<file path="src/rtl/mem_arbiter.sv">
// Arbitrates instruction (read-only) and data ports onto one memory port; alternates grants under contention.
// Latency: request in IDLE -> strobe next cycle -> port Done one cycle after m_Done; requesters stall until their Done.
module mem_arbiter #(
  parameter int TIMEOUT = 64
) (
  input  logic        clk,
  input  logic        rst,
  input  logic [15:0] i_Addr,
  input  logic        i_Rd,
  output logic [15:0] i_DataOut,
  output logic        i_Done,
  output logic        i_Stall,
  output logic        i_err,
  input  logic [15:0] d_Addr,
  input  logic [15:0] d_DataIn,
  input  logic        d_Rd,
  input  logic        d_Wr,
  output logic [15:0] d_DataOut,
  output logic        d_Done,
  output logic        d_Stall,
  output logic        d_err,
  output logic [15:0] m_Addr,
  output logic [15:0] m_DataIn,
  output logic        m_Rd,
  output logic        m_Wr,
  input  logic [15:0] m_DataOut,
  input  logic        m_Done,
  input  logic        m_err
);
  typedef enum logic [1:0] {S_IDLE, S_ISSUE, S_WAIT, S_RESP} state_t;
  typedef enum logic {OWN_I = 1'b0, OWN_D = 1'b1} owner_t;

  localparam logic [7:0] LP_CNT_MAX = 8'(TIMEOUT - 1);

  state_t      r_state;
  owner_t      r_owner;
  owner_t      r_last;
  logic [7:0]  r_cnt;
  logic        r_err;
  logic [15:0] r_addr;
  logic [15:0] r_wdata;
  logic [15:0] r_i_data;
  logic [15:0] r_d_data;
  logic        r_m_rd;
  logic        r_m_wr;
  logic        r_i_done;
  logic        r_d_done;

  logic w_i_req;
  logic w_d_req;
  logic w_d_bad;
  logic w_grant_i;

  // A data port asserting both read and write is not a legal requester.
  assign w_i_req   = i_Rd;
  assign w_d_req   = d_Rd ^ d_Wr;
  assign w_d_bad   = d_Rd & d_Wr;
  assign w_grant_i = w_i_req && (!w_d_req || (r_last == OWN_D));

  always_ff @(posedge clk or negedge rst) begin
    if (!rst) begin
      r_state  <= S_IDLE;
      r_owner  <= OWN_I;
      r_last   <= OWN_I;
      r_cnt    <= 8'd0;
      r_err    <= 1'b0;
      r_addr   <= 16'd0;
      r_wdata  <= 16'd0;
      r_i_data <= 16'd0;
      r_d_data <= 16'd0;
      r_m_rd   <= 1'b0;
      r_m_wr   <= 1'b0;
      r_i_done <= 1'b0;
      r_d_done <= 1'b0;
    end else begin
      r_m_rd   <= 1'b0;
      r_m_wr   <= 1'b0;
      r_i_done <= 1'b0;
      r_d_done <= 1'b0;
      case (r_state)
        S_IDLE: begin
          if (w_grant_i) begin
            r_owner <= OWN_I;
            r_addr  <= i_Addr;
            r_m_rd  <= 1'b1;
            r_state <= S_ISSUE;
          end else if (w_d_req) begin
            r_owner <= OWN_D;
            r_addr  <= d_Addr;
            r_wdata <= d_DataIn;
            r_m_rd  <= d_Rd;
            r_m_wr  <= d_Wr;
            r_state <= S_ISSUE;
          end else if (w_d_bad) begin
            r_owner  <= OWN_D;
            r_err    <= 1'b1;
            r_d_done <= 1'b1;
            r_state  <= S_RESP;
          end
        end
        S_ISSUE: begin
          r_last  <= r_owner;
          r_cnt   <= 8'd0;
          r_state <= S_WAIT;
        end
        S_WAIT: begin
          if (m_Done) begin
            if (r_owner == OWN_I) r_i_data <= m_DataOut;
            else                  r_d_data <= m_DataOut;
            r_err    <= m_err;
            r_i_done <= (r_owner == OWN_I);
            r_d_done <= (r_owner == OWN_D);
            r_state  <= S_RESP;
          end else if (m_err || (r_cnt == LP_CNT_MAX)) begin
            r_err    <= 1'b1;
            r_i_done <= (r_owner == OWN_I);
            r_d_done <= (r_owner == OWN_D);
            r_state  <= S_RESP;
          end else begin
            r_cnt <= r_cnt + 8'd1;
          end
        end
        default: begin
          r_err   <= 1'b0;
          r_state <= S_IDLE;
        end
      endcase
    end
  end

  assign m_Addr    = r_addr;
  assign m_DataIn  = r_wdata;
  assign m_Rd      = r_m_rd;
  assign m_Wr      = r_m_wr;
  assign i_Done    = r_i_done;
  assign d_Done    = r_d_done;
  assign i_err     = r_i_done & r_err;
  assign d_err     = r_d_done & r_err;
  assign i_DataOut = r_i_data;
  assign d_DataOut = r_d_data;

  assign i_Stall = i_Rd && !((r_state == S_RESP) && (r_owner == OWN_I));
  assign d_Stall = (d_Rd || d_Wr) && !((r_state == S_RESP) && (r_owner == OWN_D));
endmodule
</file>
<file path="config.mk">
export PLATFORM = sky130hd
export DESIGN_NAME = mem_arbiter
export DESIGN_NICKNAME = d
export VERILOG_FILES = /design/src/rtl/mem_arbiter.sv
export SDC_FILE = /design/constraint.sdc
export NUM_CORES = 1
export LEC_CHECK = 0
export ABC_AREA = 1
export BUFFER_PORTS_ARGS = -buffer_cell sky130_fd_sc_hd__buf_2
export CORE_ASPECT_RATIO = 0.75
export CORE_MARGIN = 2
export CORE_UTILIZATION = 53
export DETAILED_ROUTE_END_ITERATION = 8
export PLACE_DENSITY = 0.86
export SYNTH_ARGS = -nofsm -noshare
export SYNTH_HDL_FRONTEND = slang
export SYNTH_SLANG_ARGS = --single-unit
</file>
<file path="constraint.sdc">
create_clock -name clk -period 3.3 [get_ports clk]
set_clock_uncertainty 0.15 [all_clocks]
set_input_delay 0.165 -clock clk [delete_from_list [all_inputs] [get_ports clk]]
set_output_delay 0.165 -clock clk [all_outputs]
set_load 0.01 [all_outputs]
</file>
## Word-level counts from Yosys, hierarchy flattened

Cells that the tools add are included.
W data, S select, Z words.

| operators by class | value |
|---|---|
| bitwise gates (word level) | 7 |
| reductions and logical operators | 23 |
| $add $sub $neg | 1 |
| mux-type cells | 34 |
| equality and inequality tests | 11 |

Operators with widths:

| kind | count |
|---|---|
| $mux W16 | 2 |
| $mux W1 | 21 |
| $mux W8 | 2 |
| $pmux W8 S2 | 1 |
| $reduce_and A3 Y1 | 4 |
| $mux W2 | 5 |
| $ne A2 B2 Y1 const B | 5 |
| $add A8 B1 Y8 const B | 1 |
| $eq A8 B6 Y1 const B | 1 |
| $pmux W2 S3 | 1 |
| $reduce_and A2 Y1 | 3 |
| $logic_and A1 B1 Y1 | 5 |
| $reduce_and A5 Y1 | 1 |
| $eq A2 B2 Y1 const B | 2 |
| $ne A4 B4 Y1 const B | 1 |
| $reduce_bool A2 Y1 | 2 |
| $and A1 B1 Y1 | 3 |
| $logic_not A1 Y1 | 3 |
| $logic_or A1 B1 Y1 | 3 |
| $ne A3 B3 Y1 const B | 1 |
| $not A1 Y1 | 3 |
| $pmux W1 S3 | 1 |
| $reduce_bool A3 Y1 | 1 |
| $eq A2 B1 Y1 const B | 1 |
| other kinds (3) | 3 |

| storage, ports and cells | value |
|---|---|
| input port bits | 71 |
| register bits | 81 |
| word-level logic and storage cells | 89 |
| output and inout bits | 72 |

## Longest topological paths before layout

Gate-level depths: netlist of run 1.

| depth | value |
|---|---|
| word-level depth | 6 |
| gate-level depth with buffers | 9 |
| mapped depth without buffers | 8 |

## Worst setup path after synthesis of run 1

OpenSTA, ideal clock, no wires.

| timing | value |
|---|---|
| kind | register -> register |
| start | register r_state[0] |
| end | register r_cnt[2] |
| cell stages (with the launch flop) | 9 |
| arrival | 1.316 ns |
| path buffers | 1 |
| period minus slack after synthesis | 1.583 ns |
| required time | 3.033 ns |
| slack | 1.717 ns |
| library setup time | 0.117 ns |
| cells stage by stage | dfrtp_1 inv_1 ha_1 buf_2 inv_1 nand2_1 nand2_1 nand2_1 nand2_1 |

| between the ends | value |
|---|---|
| word-level cells in the longest chain between the ends | 3 |
| elaborated cells on any way between the ends | 7 |
| classes of those cells | eq/ne (4); mux (1); reduce/logical (2) |

Ends and longest elaborated chain:

| what | RTL line | source |
|---|---|---|
| start, declared | 35 | `state_t r_state;` |
| start signal, assigned | 62 | `r_state <= S_IDLE;` |
| start signal, assigned | 86 | `r_state <= S_ISSUE;` |
| start signal, assigned | 93 | `r_state <= S_ISSUE;` |
| $eq A2 B2 Y1 / $eq A2 B1 Y1 (equally long branches) | 80 | `case (r_state)` |
| $ne A2 B2 Y1 (no line) / $reduce_bool A2 Y1 (equally long branches) | n/a |  |
| $reduce_and A3 Y1 (no line) | n/a |  |
| end signal, assigned | 120 | `r_cnt <= r_cnt + 8'd1;` |
| end, declared | 38 | `logic [7:0] r_cnt;` |

Several ways; a longest one is shown, not always the timed one.
A chain may end at the register's enable or synchronous reset.

## Worst setup path after layout of run 1

| timing | value |
|---|---|
| start | register r_state[1] |
| end | register r_addr[14] (netlist: m_Addr[14]) |

| between the ends | value |
|---|---|
| word-level cells in the longest chain between the ends | 2 |

Ends and longest elaborated chain:

| what | RTL line | source |
|---|---|---|
| $logic_not A2 Y1 | 80 |  |
| $reduce_and A2 Y1 (no line) | n/a |  |
| end signal, assigned | 84 | `r_addr <= i_Addr;` |
| end signal, assigned | 89 | `r_addr <= d_Addr;` |
| end, declared | 40 | `logic [15:0] r_addr;` |

Every way passes these cells.

==> results of run 1 <==
-- flip-flops by register name, summed over array words and instances (netlist names) --
register	cells
d_DataOut	16
m_DataIn	16
r_cnt	8
r_state	2
r_last	1
r_owner	1
i_Done	1
i_DataOut	16
r_err	1
m_Rd	1
m_Wr	1
d_Done	1
m_Addr	16
-- per-layer routing --
metal / vias up / wire, µm / part of all wire
li1: 1765 / - / -
met5: - / 0 / 0
met3: 38 / 552 / 0.051
met2: 141 / 5570 / 0.52
met4: 0 / 375 / 0.035
met1: 1783 / 4290 / 0.40
-- worst paths after layout --
kind | slack, ns | endpoint | from
worst max-delay path | 0.64 | m_Addr[14]$_DFFE_PN0P_ | r_state[1]$_DFFE_PN0P_
worst min register to register | 0.32 | m_DataIn[3]$_DFFE_PN0P_ | m_DataIn[3]$_DFFE_PN0P_
min in group asynchronous | 0.34 | m_Addr[11]$_DFFE_PN0P_ | rst
max in group asynchronous | 1.96 | m_Rd$_DFF_PN0_ | rst
worst max register to register | 0.64 | m_Addr[14]$_DFFE_PN0P_ | r_state[1]$_DFFE_PN0P_
worst min-delay path | 0.09 | m_Rd$_DFF_PN0_ | d_Rd
-- area by class of cell --
type	instances	area (µm²)	area share
flip-flops and latches	81	2030	0.382
multi-input cells	288	1440	0.272
repair buffers	210	1390	0.261
inverters	37	141	0.0267
clock buffers	9	124	0.0233
well taps	84	105	0.0198
clock inverters	7	80.1	0.0151
-- placed cells by master, fill, tap and decap left out, drive strengths merged --
cell type    count
nand3           39
a21oi            6
nand2          145
inv             38
bufinv           1
clkbuf           9
o21bai           3
nor2            26
a31oi           16
nand3b           2
ha              11
o21ai           37
dfrtp           81
clkinvlp         1
clkinv           4
and2             1
buf            145
dlygate4sd3     65
nor3             2
-- power breakdown --
part | switching, mW | total, mW | internal, mW
logic | 1.09 | 1.92 | 0.832
clock network | 0.381 | 0.738 | 0.357
registers | 0.263 | 1.68 | 1.42
-- worst max-delay path, stage by stage, from the launching register on --
cell and delay [ns]:
dfrtp_1 0.44, inv_1 0.11, ha_1 0.23, inv_2 0.14, a21oi_4 0.65, nor2_1 0.12, a31oi_1 0.19, dlygate4sd3_1 0.57
-- synth_stat cells --
library cell,n
buf_2,6
inv_4,1
o21ai_4,1
clkbuf_1,4
buf_4,3
a21oi_1,4
o21ai_0,35
inv_2,3
buf_6,3
nand2_8,1
nor2_8,1
nand2_1,140
buf_1,1
inv_1,33
ha_1,11
buf_12,1
nand3_1,37
o21bai_1,3
nand2_2,4
a21oi_4,2
nor2_1,24
nor3_1,1
nand3b_1,2
nand3_2,2
a31oi_1,16
nor2_2,1
dfrtp_1,81
o21ai_2,1
nor3_2,1
and2_1,1
-- logic make-up after synthesis --
kind of cell,synth area share
AND/OR/NAND/NOR,0.249
flip-flops,0.543
AO/OA/AOI/OAI,0.101
buffers and inverters,0.0714
adder cells (fa/ha/maj),0.0369
-- stage by stage --
step | cells | power (mW) | setup slack [ns] | area (µm²)
4_1_cts | 716 | 4.28 | 0.735 | 5310
3_5_place_dp | 635 | 3.30 | 1.09 | 4450
2_1_floorplan | 424 | 2.68 | 1.72 | 3730
6_report | 716 | 4.34 | 0.635 | 5310
5_1_grt | 716 | 4.64 | 0.499 | 5310
3_3_place_gp | 635 | 3.23 | 1.17 | 4450
==> summary.txt, run 1 <==
Status
  • Status: completed

Clocking
  • Reg clk slew, reported paths: 0.08 ns
  • Clock tree root buffer cell: clkbuf_8
  • Sink Count: 81
  • H-tree depth: 3
  • CTS tree: built
  • Longest Clk Path Bufs: 2
  • Post CTS Setup Buffer Count: 0
  • CTS Buf Count: 9
  • Worst-Skew Late Latency: around 0.35 ns
  • Post-CTS Resized: 0
  • Hold bufs inserted after CTS: 65

Route
  • Iter 0 DRT Violations: 184
  • Via density: 5.21
  • Drt total wl: approximately 11 mm
  • Final ANT Viol Nets: 0
  • Routed length per instance: roughly 15 µm
  • DR vias: approximately 3.7k
  • DRC Markers: 0
  • Pre-antenna DRT Iters: 5

Timing
  • Endpoints failing hold: 0
  • Period minus WS final: 2.66 ns
  • Fmax: between 300 and 400 MHz
  • Hold_ws: approximately 0.094 ns
  • Final setup TNS: 0 ns
  • Setup repair after global routing missed its margin: false
  • Tcrit/Tclk final: 0.808
  • Final setup vio count: 0
  • Max Slew Vio Count: 0
  • Slew margin rel.: 0.315
  • Slew @ Worst Pin: just over 1 ns

Synth
  • Leading post-synthesis cells by cell area: dfrtp_1 (54%), nand2_1 (14%), nand3_1 (5.0%)
  • Synth Cell Area: 3730 µm²
  • Syn_nets: slightly above 500
  • Register area share after synthesis: 0.543
  • Area leader, netlist: dfrtp_1
  • Post-synthesis register bit count: 81
  • Synth Instances: 424
  • Post-synth cell types: 30
  • Avg Cell Area, Syn: between 8 and 9 µm²
  • Synth warn: 0
  • Post-synth top area share: 0.543

Min path
  • Hold Path Class: input pin to flip-flop
  • Hold Path Cell Cnt: 4

Global routing
  • Global-route wire length before repair: around 18 mm
  • M2 GR Usage: 0.512
  • Global-route met3 utilization: 0.0775
  • Busiest grt layer: met2
  • Met1 Resource Use GR: 0.343
  • GRT Total Usage: 0.293
  • Largest net degree at the start of global routing: slightly above 80
  • Remaining Overflow, GRT: 0
  • Vias in the first global route: 3,853
  • Initial antenna violation count: 0

Place
  • Port bufs: between 100 and 150
  • HPWL after detailed placement: roughly 6.5 mm
  • RePlAce Congestion: ~0.86

Layout
  • Fillers: 417
  • Diodes inserted: 0
  • Fraction of layout cells with a size suffix above 1: 0.283
  • Final #Nets: 709
  • Post-layout util: 0.777
  • Area Growth Syn to Fin: 42.0%

Die
  • Core area: between 6000 and 7000 µm²
  • Initial Util: 0.547
  • Std-Cell Rows: 26
  • Die width: 101 µm
  • Die area: about 7700 µm²
  • Ports: around 140
  • Die Y: about 77 µm

Worst setup path
  • Crit Path Class: flip-flop to flip-flop
  • Arr. time, crit path: 2.80 ns
  • Worst-case reg-to-reg path depth: 7
  • CP Launch Type: flip-flop
  • Crit. End Element: flip-flop
  • Crit Path Max Fanout: 33
  • CP Data Required Time: 3.44 ns

Power
  • Pwr dens: ~820 nW/µm²
  • Pleak: 2.86 nW
  • Max VDD drop: just under 0.4 mV

Job
  • Max_cap viols: 0
Power figures use the tool's default switching activity.
==> run 2: changes to the inputs <==
ABC_AREA = 0   (was 1)
CORE_UTILIZATION = 48   (was 53)
PLACE_DENSITY = 0.79   (was 0.86)
clock period = 2.67 ns   (was 3.3 ns; I/O delays follow)
==> run 2 against run 1 <==
Largest power group unchanged. Critical path depth decreased by 2. Synthesized area decreased by 4.3%. Combinational power increased by 11%. Synthesized cell count decreased by 34%. Via count decreased by 21%. Non-clock buffer count increased by 5. Utilization decreased by 5.4 points. Total power increased by 17%. Fmax increased by 22%.
==> summary.txt, run 2 <==
Status
  • Status: completed

Worst setup path
  • Crit. End Element: flip-flop
  • CP Launch Type: flip-flop
  • CP Data Required Time: 2.75 ns
  • Crit Path Max Fanout: 16
  • Arr. time, crit path: 2.27 ns
  • Flop2flop setup slack: between 0.4 and 0.5 ns
  • Crit Path Class: flip-flop to flip-flop

Timing
  • Final setup vio count: 0
  • Period minus WS final: about 2.2 ns
  • Setup repair after global routing missed its margin: false
  • Final setup TNS: 0 ns
  • Tcrit/Tclk final: 0.819
  • Slew margin rel.: 0.336
  • Fmax: roughly 460 MHz
  • Slew @ Worst Pin: approximately 1 ns
  • Max Slew Vio Count: 0
  • Endpoints failing hold: 0

Layout
  • Diodes inserted: 0
  • Area Growth Syn to Fin: 46.8%
  • Fin cells: between 500 and 600
  • Most common cell after layout, fill and taps aside: buf_2
  • Area of the multi-input gates: 1440 µm²
  • Register Area: 2030 µm²
  • Final #Nets: between 500 and 600
  • Commonest cells after routing, fill and taps aside: buf_2 (141), dfrtp_1 (81), dlygate4sd3_1 (67)
  • Fraction of layout cells with a size suffix above 1: 0.427
  • Fillers: about 510

Synth
  • Register area share after synthesis: 0.567
  • Leading post-synthesis cells by cell area: dfrtp_1 (57%), mux2_2 (12%), mux2i_1 (5.6%)
  • Simple-Gate Fraction of Synth Area: 0.0756
  • Post-synth cell types: 37
  • Mux contribution to synthesized area: 0.215
  • Syn_nets: between 300 and 400
  • Async S/R FF share, synth: 1.00
  • Area leader, netlist: dfrtp_1
  • Synth warn: 0
  • Synth Instances: between 200 and 300
  • Synth cell count leaders: dfrtp_1 (81), mux2_2 (39), nand2_1 (25)
  • Post-Synth XOR/XNOR Area: 0.00490
  • Most used flip-flop cell after synthesis: dfrtp_1
  • Synth Cell Area: approximately 3600 µm²
  • Largest family of logic cells by synthesized area: multiplexers
  • Post-Synth Adder-Cell Area: 0.0385
  • EDFF count, synth: 0
  • Post-synth top area share: 0.567
  • Compound-Gate Fraction of Synth Area: 0.0686
  • Cell with the most instances after synthesis: dfrtp_1
  • Avg Cell Area, Syn: between 10 and 15 µm²
  • Post-synthesis register bit count: 81

Route
  • Drt total wl: between 9 and 10 mm
  • Iter 0 DRT Violations: 118
  • Routed length per instance: 15.4 µm
  • DR vias: slightly below 3k
  • Pre-antenna DRT Iters: 4
  • Via density: 4.94
  • DRC Markers: 0
  • Final ANT Viol Nets: 0

Place
  • RePlAce Congestion: ~0.83
  • Placed cell count: a little over 500
  • HPWL after detailed placement: ~5.7 mm
  • Port bufs: between 100 and 150

Clocking
  • CTS tree: built
  • H-tree depth: 3
  • Sink Count: slightly above 80
  • CTS Buf Count: 9
  • Worst-Skew Late Latency: between 0.3 and 0.4 ns
  • Longest Clk Path Bufs: 2
  • Reg clk slew, reported paths: about 0.080 ns
  • Post CTS Setup Buffer Count: 0
  • Clock tree root buffer cell: clkbuf_8

Die
  • Initial Util: 0.492
  • Core area: between 7000 and 8000 µm²
  • Die area: a little over 8000 µm²
  • Die width: between 100 and 150 µm
  • Die Y: approximately 80 µm
  • Ports: approximately 140
  • Std-Cell Rows: 27

Job
  • Max_cap viols: 0

Power
  • Max VDD drop: between 0.4 and 0.5 mV
  • Pwr dens: 969 nW/µm²
  • Pleak: 2.68 nW

Global routing
  • Initial antenna violation count: 0
  • Vias in the first global route: between 2k and 3k
  • Largest net degree at the start of global routing: 82
  • Remaining Overflow, GRT: 0
  • Global-route wire length before repair: roughly 14 mm
  • GRT Total Usage: 0.231

Min path
  • Hold Path Class: input pin to flip-flop
## run 2: layout make-up
type	instances	area share
Inverter	9	0.00644
Tap cell	101	0.0241
Clock inverter	6	0.00978
Multi-Input combinational cell	175	0.275
Sequential cell	81	0.386
Clock buffer	10	0.0262
Timing Repair Buffer	215	0.272
## run 2: metal layers
metal,up-vias,global-route usage,share of wire
met3,19,0.0665,0.064
met2,118,0.386,0.47
li1,1400,-,-
met5,-,0,0
met4,0,0.0878,0.021
met1,1413,0.288,0.44
## run 2: stage by stage
stage               setup slack [ns]  total power, mW  hold WS [ns]   util  cell area (µm²)
finish                         0.484             5.08        0.0387  0.722             5250
detailed placement             0.593             4.12         0.207  0.604             4390
CTS                            0.505             5.08        0.0276  0.722             5250
global route                   0.396             5.40        0.0912  0.722             5250
global placement               0.655             4.04         0.198  0.604             4390
floorplan                      0.788             3.28        -0.312      -             3570
## run 2: timing repair
item	in CTS	in global routing
hold buffers	67	0
gates resized for setup	0	0
hold endpoints to repair	147	0
endpoints found under the setup margin	0	0
## run 2: worst paths after layout
| check | cells after the start | to | start |
|---|---|---|---|
| max | 5 | m_Addr[10]$_DFFE_PN0P_ | r_last$_DFFE_PN0P_ |
| min | 4 | r_err$_DFFE_PN0P_ | m_Done |
| max reg2reg | 5 | m_Addr[10]$_DFFE_PN0P_ | r_last$_DFFE_PN0P_ |
| min reg2reg | 2 | m_Addr[2]$_DFFE_PN0P_ | m_Addr[2]$_DFFE_PN0P_ |
| max in group asynchronous | 2 | d_DataOut[12]$_DFFE_PN0P_ | rst |
| min in group asynchronous | 2 | r_cnt[2]$_DFFE_PN0P_ | rst |
## run 2: cell families after synthesis
logic type      Yosys count
compound gates           39
xor+xnor                  2
fa+ha+maj                11
buf+inv                  22
flops                    81
mux                      70
simple gates             53
## run 2: where the power goes
| part | switching (mW) | internal [mW] | total (mW) |
|---|---|---|---|
| Clock | 0.477 | 0.374 | 0.850 |
| Combinational | 1.07 | 1.06 | 2.14 |
| Sequential | 0.310 | 1.78 | 2.09 |
| Total | 1.86 | 3.22 | 5.08 |
## run 2: critical path, cell delays in order, from the launching register on
cell           delay, ns
dfrtp_1             0.41
o21ai_2             0.25
buf_4               0.34
mux2i_1             0.26
dlygate4sd3_1       0.58
o21ai_0             0.08
